`config.mk`:
```
export PLATFORM = sky130hd
export DESIGN_NAME = uart_tx_engine
export DESIGN_NICKNAME = d
export VERILOG_FILES = /design/src/rtl/uart_tx_engine.sv
export SDC_FILE = /design/constraint.sdc
export NUM_CORES = 1
export LEC_CHECK = 0
export BUFFER_PORTS_ARGS = -buffer_cell sky130_fd_sc_hd__buf_2
export CORE_UTILIZATION = 45
export CTS_CLUSTER_SIZE = 8
export DETAILED_ROUTE_END_ITERATION = 6
export SYNTH_ARGS = -nofsm -noshare
export SYNTH_HDL_FRONTEND = slang
export SYNTH_SLANG_ARGS = --single-unit
```
`constraint.sdc`:
```
create_clock -name clk -period 6.55 [get_ports clk]
set_input_delay 1.31 -clock clk [delete_from_list [all_inputs] [get_ports clk]]
set_output_delay 1.31 -clock clk [all_outputs]
set_load 0.1 [all_outputs]
```
`src/rtl/uart_tx_engine.sv`:
```
// rtl/uart_tx_engine.sv - UART transmit engine: FIFO fetch and start/data/parity/stop serialiser
module uart_tx_engine #(
  parameter int DATA_WIDTH     = 10,
  parameter int BAUD_DIV_WIDTH = 16
) (
  input  logic                      clk,
  input  logic                      rstn,
  input  logic                      r_tx_en,
  input  logic [BAUD_DIV_WIDTH-1:0] r_baud_div,
  input  logic [2:0]                r_data_bits,
  input  logic                      r_parity_en,
  input  logic                      r_parity_odd,
  input  logic                      r_stop2,
  input  logic                      tx_fifo_empty,
  input  logic [DATA_WIDTH-1:0]     tx_fifo_rdata,
  output logic                      tx_fifo_re,
  output logic                      txd,
  output logic                      tx_busy,
  output logic                      tx_done
);

  typedef enum logic [2:0] {
    S_IDLE,
    S_FETCH,
    S_LOAD,
    S_START,
    S_DATA,
    S_PARITY,
    S_STOP
  } state_t;

  state_t                    state;
  state_t                    state_nxt;

  // Frame-local copies of the configuration, frozen at LOAD
  logic [BAUD_DIV_WIDTH-1:0] div_l;
  logic [3:0]                nbits_l;
  logic                      par_en_l;
  logic                      par_odd_l;
  logic                      stop2_l;

  logic [8:0]                shift_reg;
  logic [BAUD_DIV_WIDTH-1:0] baud_cnt;
  logic [3:0]                bit_idx;
  logic                      stop_idx;
  logic                      par_acc;

  logic                      bit_end;
  logic [3:0]                nbits_sel;
  logic                      unused_rdata;

  // Word bits above the 9-bit payload carry nothing for the transmitter
  assign unused_rdata = ^tx_fifo_rdata[DATA_WIDTH-1:9];

  // A bit period ends on the cycle the down-counter sits at zero
  assign bit_end = (baud_cnt == '0);
  assign tx_busy = (state != S_IDLE);

  // Data length code: 0..4 select 5..9 bits, the reserved codes fall back to 9
  always_comb begin
    nbits_sel = 4'd9;
    if (r_data_bits <= 3'd4) begin
      nbits_sel = {1'b0, r_data_bits} + 4'd5;
    end
  end

  // State register
  always_ff @(posedge clk or negedge rstn) begin
    if (!rstn) begin
      state <= S_IDLE;
    end else begin
      state <= state_nxt;
    end
  end

  // Next-state logic with the FIFO read strobe and end-of-frame pulse
  always_comb begin
    state_nxt  = state;
    tx_fifo_re = 1'b0;
    tx_done    = 1'b0;
    case (state)
      S_IDLE: begin
        if (r_tx_en && !tx_fifo_empty) begin
          tx_fifo_re = 1'b1;
          state_nxt  = S_FETCH;
        end
      end
      S_FETCH: state_nxt = S_LOAD;
      S_LOAD:  state_nxt = S_START;
      S_START: begin
        if (bit_end) begin
          state_nxt = S_DATA;
        end
      end
      S_DATA: begin
        if (bit_end && (bit_idx == nbits_l - 4'd1)) begin
          state_nxt = par_en_l ? S_PARITY : S_STOP;
        end
      end
      S_PARITY: begin
        if (bit_end) begin
          state_nxt = S_STOP;
        end
      end
      S_STOP: begin
        if (bit_end && (stop_idx == stop2_l)) begin
          tx_done   = 1'b1;
          state_nxt = S_IDLE;
        end
      end
      default: state_nxt = S_IDLE;
    endcase
  end

  // Line driver: start low, data LSB first, parity from the running XOR, idle/stop high
  always_comb begin
    txd = 1'b1;
    case (state)
      S_START:  txd = 1'b0;
      S_DATA:   txd = shift_reg[0];
      S_PARITY: txd = par_acc ^ par_odd_l;
      default:  txd = 1'b1;
    endcase
  end

  // Frame datapath: capture word and config at LOAD, then pace bits with the baud counter
  always_ff @(posedge clk or negedge rstn) begin
    if (!rstn) begin
      shift_reg <= '0;
      div_l     <= '0;
      baud_cnt  <= '0;
      nbits_l   <= '0;
      par_en_l  <= 1'b0;
      par_odd_l <= 1'b0;
      stop2_l   <= 1'b0;
      bit_idx   <= '0;
      stop_idx  <= 1'b0;
      par_acc   <= 1'b0;
    end else begin
      case (state)
        S_LOAD: begin
          shift_reg <= tx_fifo_rdata[8:0];
          div_l     <= r_baud_div;
          baud_cnt  <= r_baud_div;
          nbits_l   <= nbits_sel;
          par_en_l  <= r_parity_en;
          par_odd_l <= r_parity_odd;
          stop2_l   <= r_stop2;
          bit_idx   <= '0;
          stop_idx  <= 1'b0;
          par_acc   <= 1'b0;
        end
        S_START, S_DATA, S_PARITY, S_STOP: begin
          if (bit_end) begin
            baud_cnt <= div_l;
            if (state == S_DATA) begin
              shift_reg <= {1'b0, shift_reg[8:1]};
              par_acc   <= par_acc ^ shift_reg[0];
              bit_idx   <= bit_idx + 4'd1;
            end
            if (state == S_STOP) begin
              stop_idx <= 1'b1;
            end
          end else begin
            baud_cnt <= baud_cnt - 1'b1;
          end
        end
        default: ;
      endcase
    end
  end

endmodule

```
== Word-level counts from Yosys, hierarchy flattened ==
Cells that the tools add are included.

* Add/sub/neg operators: 4
* Order comparisons: 1
* Equality and inequality tests: 16
* Mux-type cells: 27
* Bitwise logic cells: 2
* Reductions and logical operators: 12

{| class="wikitable"
|+ Operators by type and width
! cell !! number
|-
| case mux 16 bit (2 select lines) || 1
|-
| case mux 3 bit (7 select lines) || 1
|-
| two-way mux 9 bit || 2
|-
| case mux 9 bit (2 select lines) || 1
|-
| logical NOT 16 bit || 1
|-
| two-way mux 16 bit || 1
|-
| inequality test 2 bit, second input constant || 8
|-
| subtractor 16 x 1 -> 16 bit, second input constant || 1
|-
| two-way mux 3 bit || 5
|-
| two-way mux 4 bit || 3
|-
| == test 3 bit, second input constant || 3
|-
| two-way mux 1 bit || 8
|-
| case mux 4 bit (2 select lines) || 1
|-
| == test 3 x 2 -> 1 bit, second input constant || 2
|-
| AND reduction 3 bit || 2
|-
| AND reduction 5 bit || 1
|-
| adder 3 x 3 -> 4 bit, second input constant || 1
|-
| adder 4 x 1 -> 4 bit, second input constant || 1
|-
| == test 4 bit || 1
|-
| case mux 1 bit (2 select lines) || 2
|-
| OR reduction 4 bit || 1
|-
| subtractor 4 x 1 -> 4 bit, second input constant || 1
|-
| == test 3 x 1 -> 1 bit, second input constant || 1
|-
| <= comparator 3 bit, second input constant || 1
|-
| 9 further kinds || 12
|}

* Register bits after elaboration: 57
* Input bits: 36
* Output and inout bits: 4
* Word-level logic and storage cells: 73

== Logic depth before layout (Yosys ltp) ==
Gate-level depths: netlist (run 1).

* Word-level depth: 5
* Gate-level depth with buffers: 8
* Gate-level depth less buffers: 7

== Worst setup path after synthesis (run 1) ==
OpenSTA, ideal clock, no wires.

* Path type: reg2out
* Start point: register state[2]
* End point: output port tx_fifo_re
* Arrival: 3.349 ns
* Data required time: 5.240 ns
* Slack: 1.891 ns
* Cell stages (with the launch flop): 6
* Buffers on the path: 2
* Cells stage by stage: dfrtp_1 -> clkbuf_1 -> inv_1 -> clkbuf_1 -> nand3_1 -> nor2_1

* Longest elaborated chain between the ends: 2

{| class="wikitable"
|+ Ends and longest elaborated chain
! element !! RTL line !! RTL
|-
| start, declared || 32 || <nowiki>state_t state;</nowiki>
|-
| start signal, assigned || 72 || <nowiki>state <= state_nxt;</nowiki>
|-
| logical NOT 3 bit || 81 || <nowiki>case (state)</nowiki>
|-
| two-way mux 1 bit || 81 ||
|-
| end, declared || 16 || <nowiki>output logic tx_fifo_re,</nowiki>
|}

Every way passes these cells.

== Final worst setup path (run 1) ==
* Start point: register baud_cnt[3]
* End point: output port tx_done

* Longest elaborated chain between the ends: 4

{| class="wikitable"
|+ Ends and longest elaborated chain
! element !! RTL line !! RTL
|-
| start, declared || 43 || <nowiki>logic [BAUD_DIV_WIDTH-1:0] baud_cnt;</nowiki>
|-
| start signal, assigned || 144 || <nowiki>baud_cnt <= r_baud_div;</nowiki>
|-
| start signal, assigned || 155 || <nowiki>baud_cnt <= div_l;</nowiki>
|-
| start signal, assigned || 165 || <nowiki>baud_cnt <= baud_cnt - 1'b1;</nowiki>
|-
| logical NOT 16 bit || 56 || <nowiki>assign bit_end = (baud_cnt == '0);</nowiki>
|-
| logical AND 1 bit || 106 || <nowiki>if (bit_end && (stop_idx == stop2_l)) begin</nowiki>
|-
| two-way mux 1 bit || 106 ||
|-
| two-way mux 1 bit || 81 ||
|-
| end, declared || 19 || <nowiki>output logic tx_done</nowiki>
|}

Every way passes these cells.

==> flow_metrics.tcl, run 1 <==
set metrics [dict create \
    grt-busiest-layer "met2" \
    hold_viol_final 0 \
    max_freq_mhz 262 \
    synth_most_common_cell "nand2_1" \
    required_ns 5.24 \
    rsz0062_at_grt "no" \
    crit_path_start_kind "register" \
    fin_total_pwr_uw 1650 \
    wire_per_inst_um 15.9 \
    clockRootBuffer "clkbuf_8" \
    cts_buffers 9 \
    p_leak_uw 0.00160 \
    vias 2837 \
    yosysSeqAreaShare_pct 43.6 \
    via_per_inst 5.73 \
    min_to "div_l[10]" \
    cts.repair.resized 0 \
    die_h_um 87.2 \
    maxCapViolCount 0 \
    synth_cells 366 \
    die_x_um 87.2 \
    synth_seq_cells 57 \
    setup_tns_ns 0 \
    die_area_um2 7610 \
    synth-main-ff-cell "dfrtp_1" \
    grtUsageMet2_pct 37.4 \
    holdPathStages 2 \
    grt.met1_usage_pct 30.1 \
    dpl.hpwl_mm 5.12 \
    finalSetupViolCount 0 \
    synth_edf_count 0 \
    holdWs_ns 0.473 \
    ir_worst_vdd_mv 0.199 \
    async_reset_ff_share_pct 100 \
    synth_area_um2 3270 \
    globalplace.congestion 0.785 \
    layout_setup_ws_ns 2.73 \
    grt.total_usage_pct 22.7 \
    relSlewSlack_pct 34.8 \
    cts_tree "done" \
    synth_cell_types 56 \
    reg2reg_from "state[1]" \
    drc 0 \
    grt_max_degree 58 \
    drt-total-wl_mm 7.88 \
    worst-path-max-fanout 6 \
    grt_pass1_wl_mm 13.4 \
    cts-htree-levels 3 \
    ff2ff_path_depth 5 \
    cts.sinks 57 \
    period_share_pct 58.3 \
    r2r_end "baud_cnt[0]" \
    synth_area_leaders "dfrtp_1 44%, nand2_1 8.5%, xnor2_1 4.0%" \
    num_rows 30 \
    cts_hold_buf 0 \
    slew_viol_final 0 \
    syn-mean-instance-area_um2 8.93 \
    diodes 0 \
    layout.nets 436 \
    end_kind "output port" \
    io_buffers 38 \
    status "finished, final reports clean" \
    met3_usage_pct 4.36 \
    cts.path.max_buffers 2 \
    start_util_pct 47.3 \
    final.setup_skew_ns 0.00775 \
    synth_common_cells "74 x nand2_1, 57 x dfrtp_1, 25 x o21ai_0" \
    area_growth_syn_to_layout_pct 12.7 \
    yosys.area.top_type "dfrtp_1" \
    place_ws_ns 3.09 \
    period_minus_slack_ns 3.82 \
    min_from "div_l[10]" \
    pwr_density_cell_nw_per_um2 447 \
    overflow 0 \
    clock_latency_ns 0.34 \
    r2r_setup_slack_ns 3.88 \
    core-area_um2 6910 \
    antenna_found_initial 0 \
    io_pins 40 \
    clk_pin_slew_ns 0.07 \
    yosysTopAreaCellShare_pct 43.6 \
    hold_class "register to register" \
    drtIter0Drc 165 \
    tightestPinTransition_ns 0.974 \
    ant_nets 0 \
    grt_pass1_vias 2745 \
    drt_first_pass_iters 4 \
    postCtsSetupBuffers 0 \
    drive_gt1_share_pct 16.0 \
    yosysWarnings 0 \
    path_class "register to output port" \
    fillCellCount 689 \
    syn_nets 408 \
    cp.arrival_ns 2.51 \
]
[through the flow]
step | utilization, % | cells | instance area [um^2]
after floorplan | - | 366 | 3270
after global placement | 50.6 | 479 | 3490
after detailed placement | 50.6 | 479 | 3490
after CTS | 53.3 | 495 | 3680
after global routing | 53.3 | 495 | 3680
final | 53.3 | 495 | 3680
[routing by layer]
metal	share of wire (%)	up-vias
met5	0	-
met4	1.3	0
met3	3.8	10
met2	47	54
met1	48	1392
li1	-	1381
[placed cells by master, fill, tap and decap left out, types with 9 or more instances in the layout]
cell type and n:
nand2_1 74, dfrtp_1 57, buf_2 38, o21ai_0 25
nor2_1 23, xnor2_1 15, inv_1 13, a22oi_1 13
clkbuf_8 10, a21oi_1 9
[power breakdown]
group          total (uW)  internal [uW]  switching [uW]
clock network         326            185             141
logic                 647            273             374
registers             671            503             168
[worst max path at each step]
| stage | start | endpoint | slack [ns] |
|---|---|---|---|
| finish | baud_cnt[3] | tx_done | 2.73 |
| global route | baud_cnt[3] | tx_done | 2.61 |
| CTS | baud_cnt[2] | tx_done | 2.72 |
| detailed placement | baud_cnt[2] | tx_done | 3.09 |
| global placement | baud_cnt[3] | tx_done | 3.08 |
| floorplan | state[2] | tx_fifo_re | 1.89 |
[critical path, cell delays in order (launching register included)]
cell,delay [ns]
dfrtp_1,0.45
or4_4,0.59
nor4_4,0.37
nand3_1,0.17
nor2_1,0.15
buf_2,0.45
[logic make-up after synthesis]
logic type                 Yosys count  share of synthesized area (%)
muxes                                6                           1.84
AOI/OAI and AO/OA                   99                           21.4
and+or+nand+nor                    144                           21.3
adders and majority gates            6                           2.30
DFF                                 57                           43.6
buffers and inverters               37                           4.90
xor gates and xnor gates            17                           4.56
[layout make-up]
class,count,area [um^2],area share [%]
Clock buffer,13,149,4.04
Clock inverter,3,40.0,1.09
Inverter,14,52.6,1.43
Multi-Input combinational cell,272,1690,45.9
Sequential cell,57,1430,38.7
Tap cell,96,120,3.26
Timing Repair Buffer,40,205,5.57
(Power assumes the default switching activity.)
==> run 2, diff against run 1 <==
Settings changed: PLACE_DENSITY set to 0.67.
Clock period 6.55 ns to 3.18 ns, I/O delays scaled along.
==> run 2 against run 1 <==
Net effect:
- clock power increased by 110%
- sequential share of layout area decreased by 0.79 points
- combinational power up 120%
- critical endpoint unchanged
- largest cell class unchanged
==> flow_metrics.tcl, run 2 (same netlist as run 1, synthesis figures left out) <==
set metrics [dict create \
    status "finished, final reports clean" \
    required_ns 2.54 \
    cts_tree "done" \
    dpl.hpwl_mm 5.40 \
    die_h_um 87.2 \
    p_int_uw 2030 \
    slowest_stage "or4_4" \
    startpoint "baud_cnt[2]" \
    clock_latency_ns 0.34 \
    cts.repair.resized 0 \
    ant_nets 0 \
    clockRootBuffer "clkbuf_8" \
    vias 2861 \
    cts.sinks 57 \
    cts-htree-levels 3 \
    fillCellCount 669 \
    relSlewSlack_pct 34.4 \
    cp_top_family "simple AND/OR/NAND/NOR gates" \
    period_share_pct 94.9 \
    stdcell_count 502 \
    dp_cells 487 \
    switchingPower_uw 1430 \
    diodes 0 \
    p_sw_share_pct 41.4 \
    cts_buffers 9 \
    end_kind "output port" \
    die_area_um2 7610 \
    max_freq_mhz 331 \
    drtIter0Drc 206 \
    rsz0062_at_grt "no" \
    area_growth_syn_to_layout_pct 15.0 \
    pwr_density_cell_nw_per_um2 922 \
    maxCapViolCount 0 \
    antenna_found_initial 0 \
    period_minus_slack_ns 3.02 \
    grt_max_degree 58 \
    combPwrFrac_pct 40.6 \
    layout_commonest_cell "nand2_1" \
    drt_first_pass_iters 5 \
    drt-total-wl_mm 8.00 \
    seq_power_share_pct 39.5 \
    worst-path-max-fanout 7 \
    drc 0 \
    path_cells "or4_4, nor4_4, nand3_1, nor2_2, buf_2" \
    hold_viol_final 0 \
    hold_class "primary input to async pin" \
    clkPwrFrac_pct 19.9 \
    grt.total_usage_pct 23.0 \
    wire_per_inst_um 15.9 \
    crit_path_start_kind "register" \
    cts_hold_buf 0 \
    overflow 0 \
    io_buffers 38 \
    final.setup_skew_ns 0.00843 \
    grt_pass1_wl_mm 13.4 \
    die_x_um 87.2 \
    layout.nets 444 \
    path_class "register to output port" \
    cp.arrival_ns 2.38 \
    grt_pass1_vias 2817 \
    core-area_um2 6910 \
    drive_gt1_share_pct 18.5 \
    clk_pin_slew_ns 0.07 \
    ir_worst_vdd_mv 0.416 \
    p_leak_uw 0.00165 \
    cpPeakStageDelay_ns 0.57 \
    num_rows 30 \
    globalplace.congestion 0.860 \
    tightestPinTransition_ns 0.981 \
    finalSetupViolCount 0 \
    io_pins 40 \
    reg2reg_from "baud_cnt[2]" \
    setup_tns_ns 0 \
    start_util_pct 47.3 \
    cts.path.max_buffers 2 \
    postCtsSetupBuffers 0 \
    final_cell_mix "74 x nand2_1, 57 x dfrtp_1, 38 x buf_2" \
    r2r_setup_slack_ns 0.70 \
    slew_viol_final 0 \
    via_per_inst 5.70 \
    worst-path-buf-inv 1 \
]
-- run 2: per-layer routing --
metal | track usage, % | wire [um]
met1 | 30.5 | 3860
met5 | 0 | 0
met2 | 36.9 | 3690
met3 | 5.12 | 319
met4 | 9.09 | 127
-- run 2: power by group through the flow --
stage | logic, uW | clock network (uW) | registers [uW]
4_1_cts | 1410 | 697 | 1370
3_5_place_dp | 1400 | 0 | 1370
6_report | 1410 | 689 | 1370
2_1_floorplan | 1170 | 0 | 1240
5_1_grt | 1590 | 732 | 1410
3_3_place_gp | 1360 | 0 | 1360
-- run 2: per-stage QoR --
stage	worst slack, ns	instance area (um^2)	util (%)	hold slack (ns)	total power, uW
6_report	0.162	3760	54.4	0.439	3470
5_1_grt	0.0684	3760	54.4	0.489	3740
4_1_cts	0.162	3760	54.4	0.470	3480
3_5_place_dp	0.535	3560	51.6	0.462	2770
3_3_place_gp	0.531	3560	51.6	0.454	2710
2_1_floorplan	-0.0809	3280	-	0.340	2400
-- run 2: final timing paths --
| path | to | depth (start not counted) |
|---|---|---|
| hold reg to reg | div_l[3] | 2 |
| max in group asynchronous | baud_cnt[12] | 2 |
| setup reg to reg | shift_reg[1] | 6 |
| hold / removal | nbits_l[1] | 2 |
| min in group clk | div_l[3] | 2 |
| setup / recovery | tx_done | 5 |
-- run 2: final cells by class --
cell class              count  area [um^2]  share of cell area [%]
clock buffers              12          155                    4.13
clock inverters             3         40.0                    1.07
flip-flops and latches     57         1430                    37.9
inverters                  14         52.6                    1.40
repair buffers             48          265                    7.06
well taps                  96          120                    3.20
multi-input cells         272         1700                    45.2
-- run 2: worst reg2reg max path, stage by stage (launching register included) --
cell and delay (ns):
dfrtp_1 0.47, or4_4 0.58, nor4_4 0.26, buf_4 0.18, and2_4 0.24, nand4_2 0.31
o221a_1 0.34
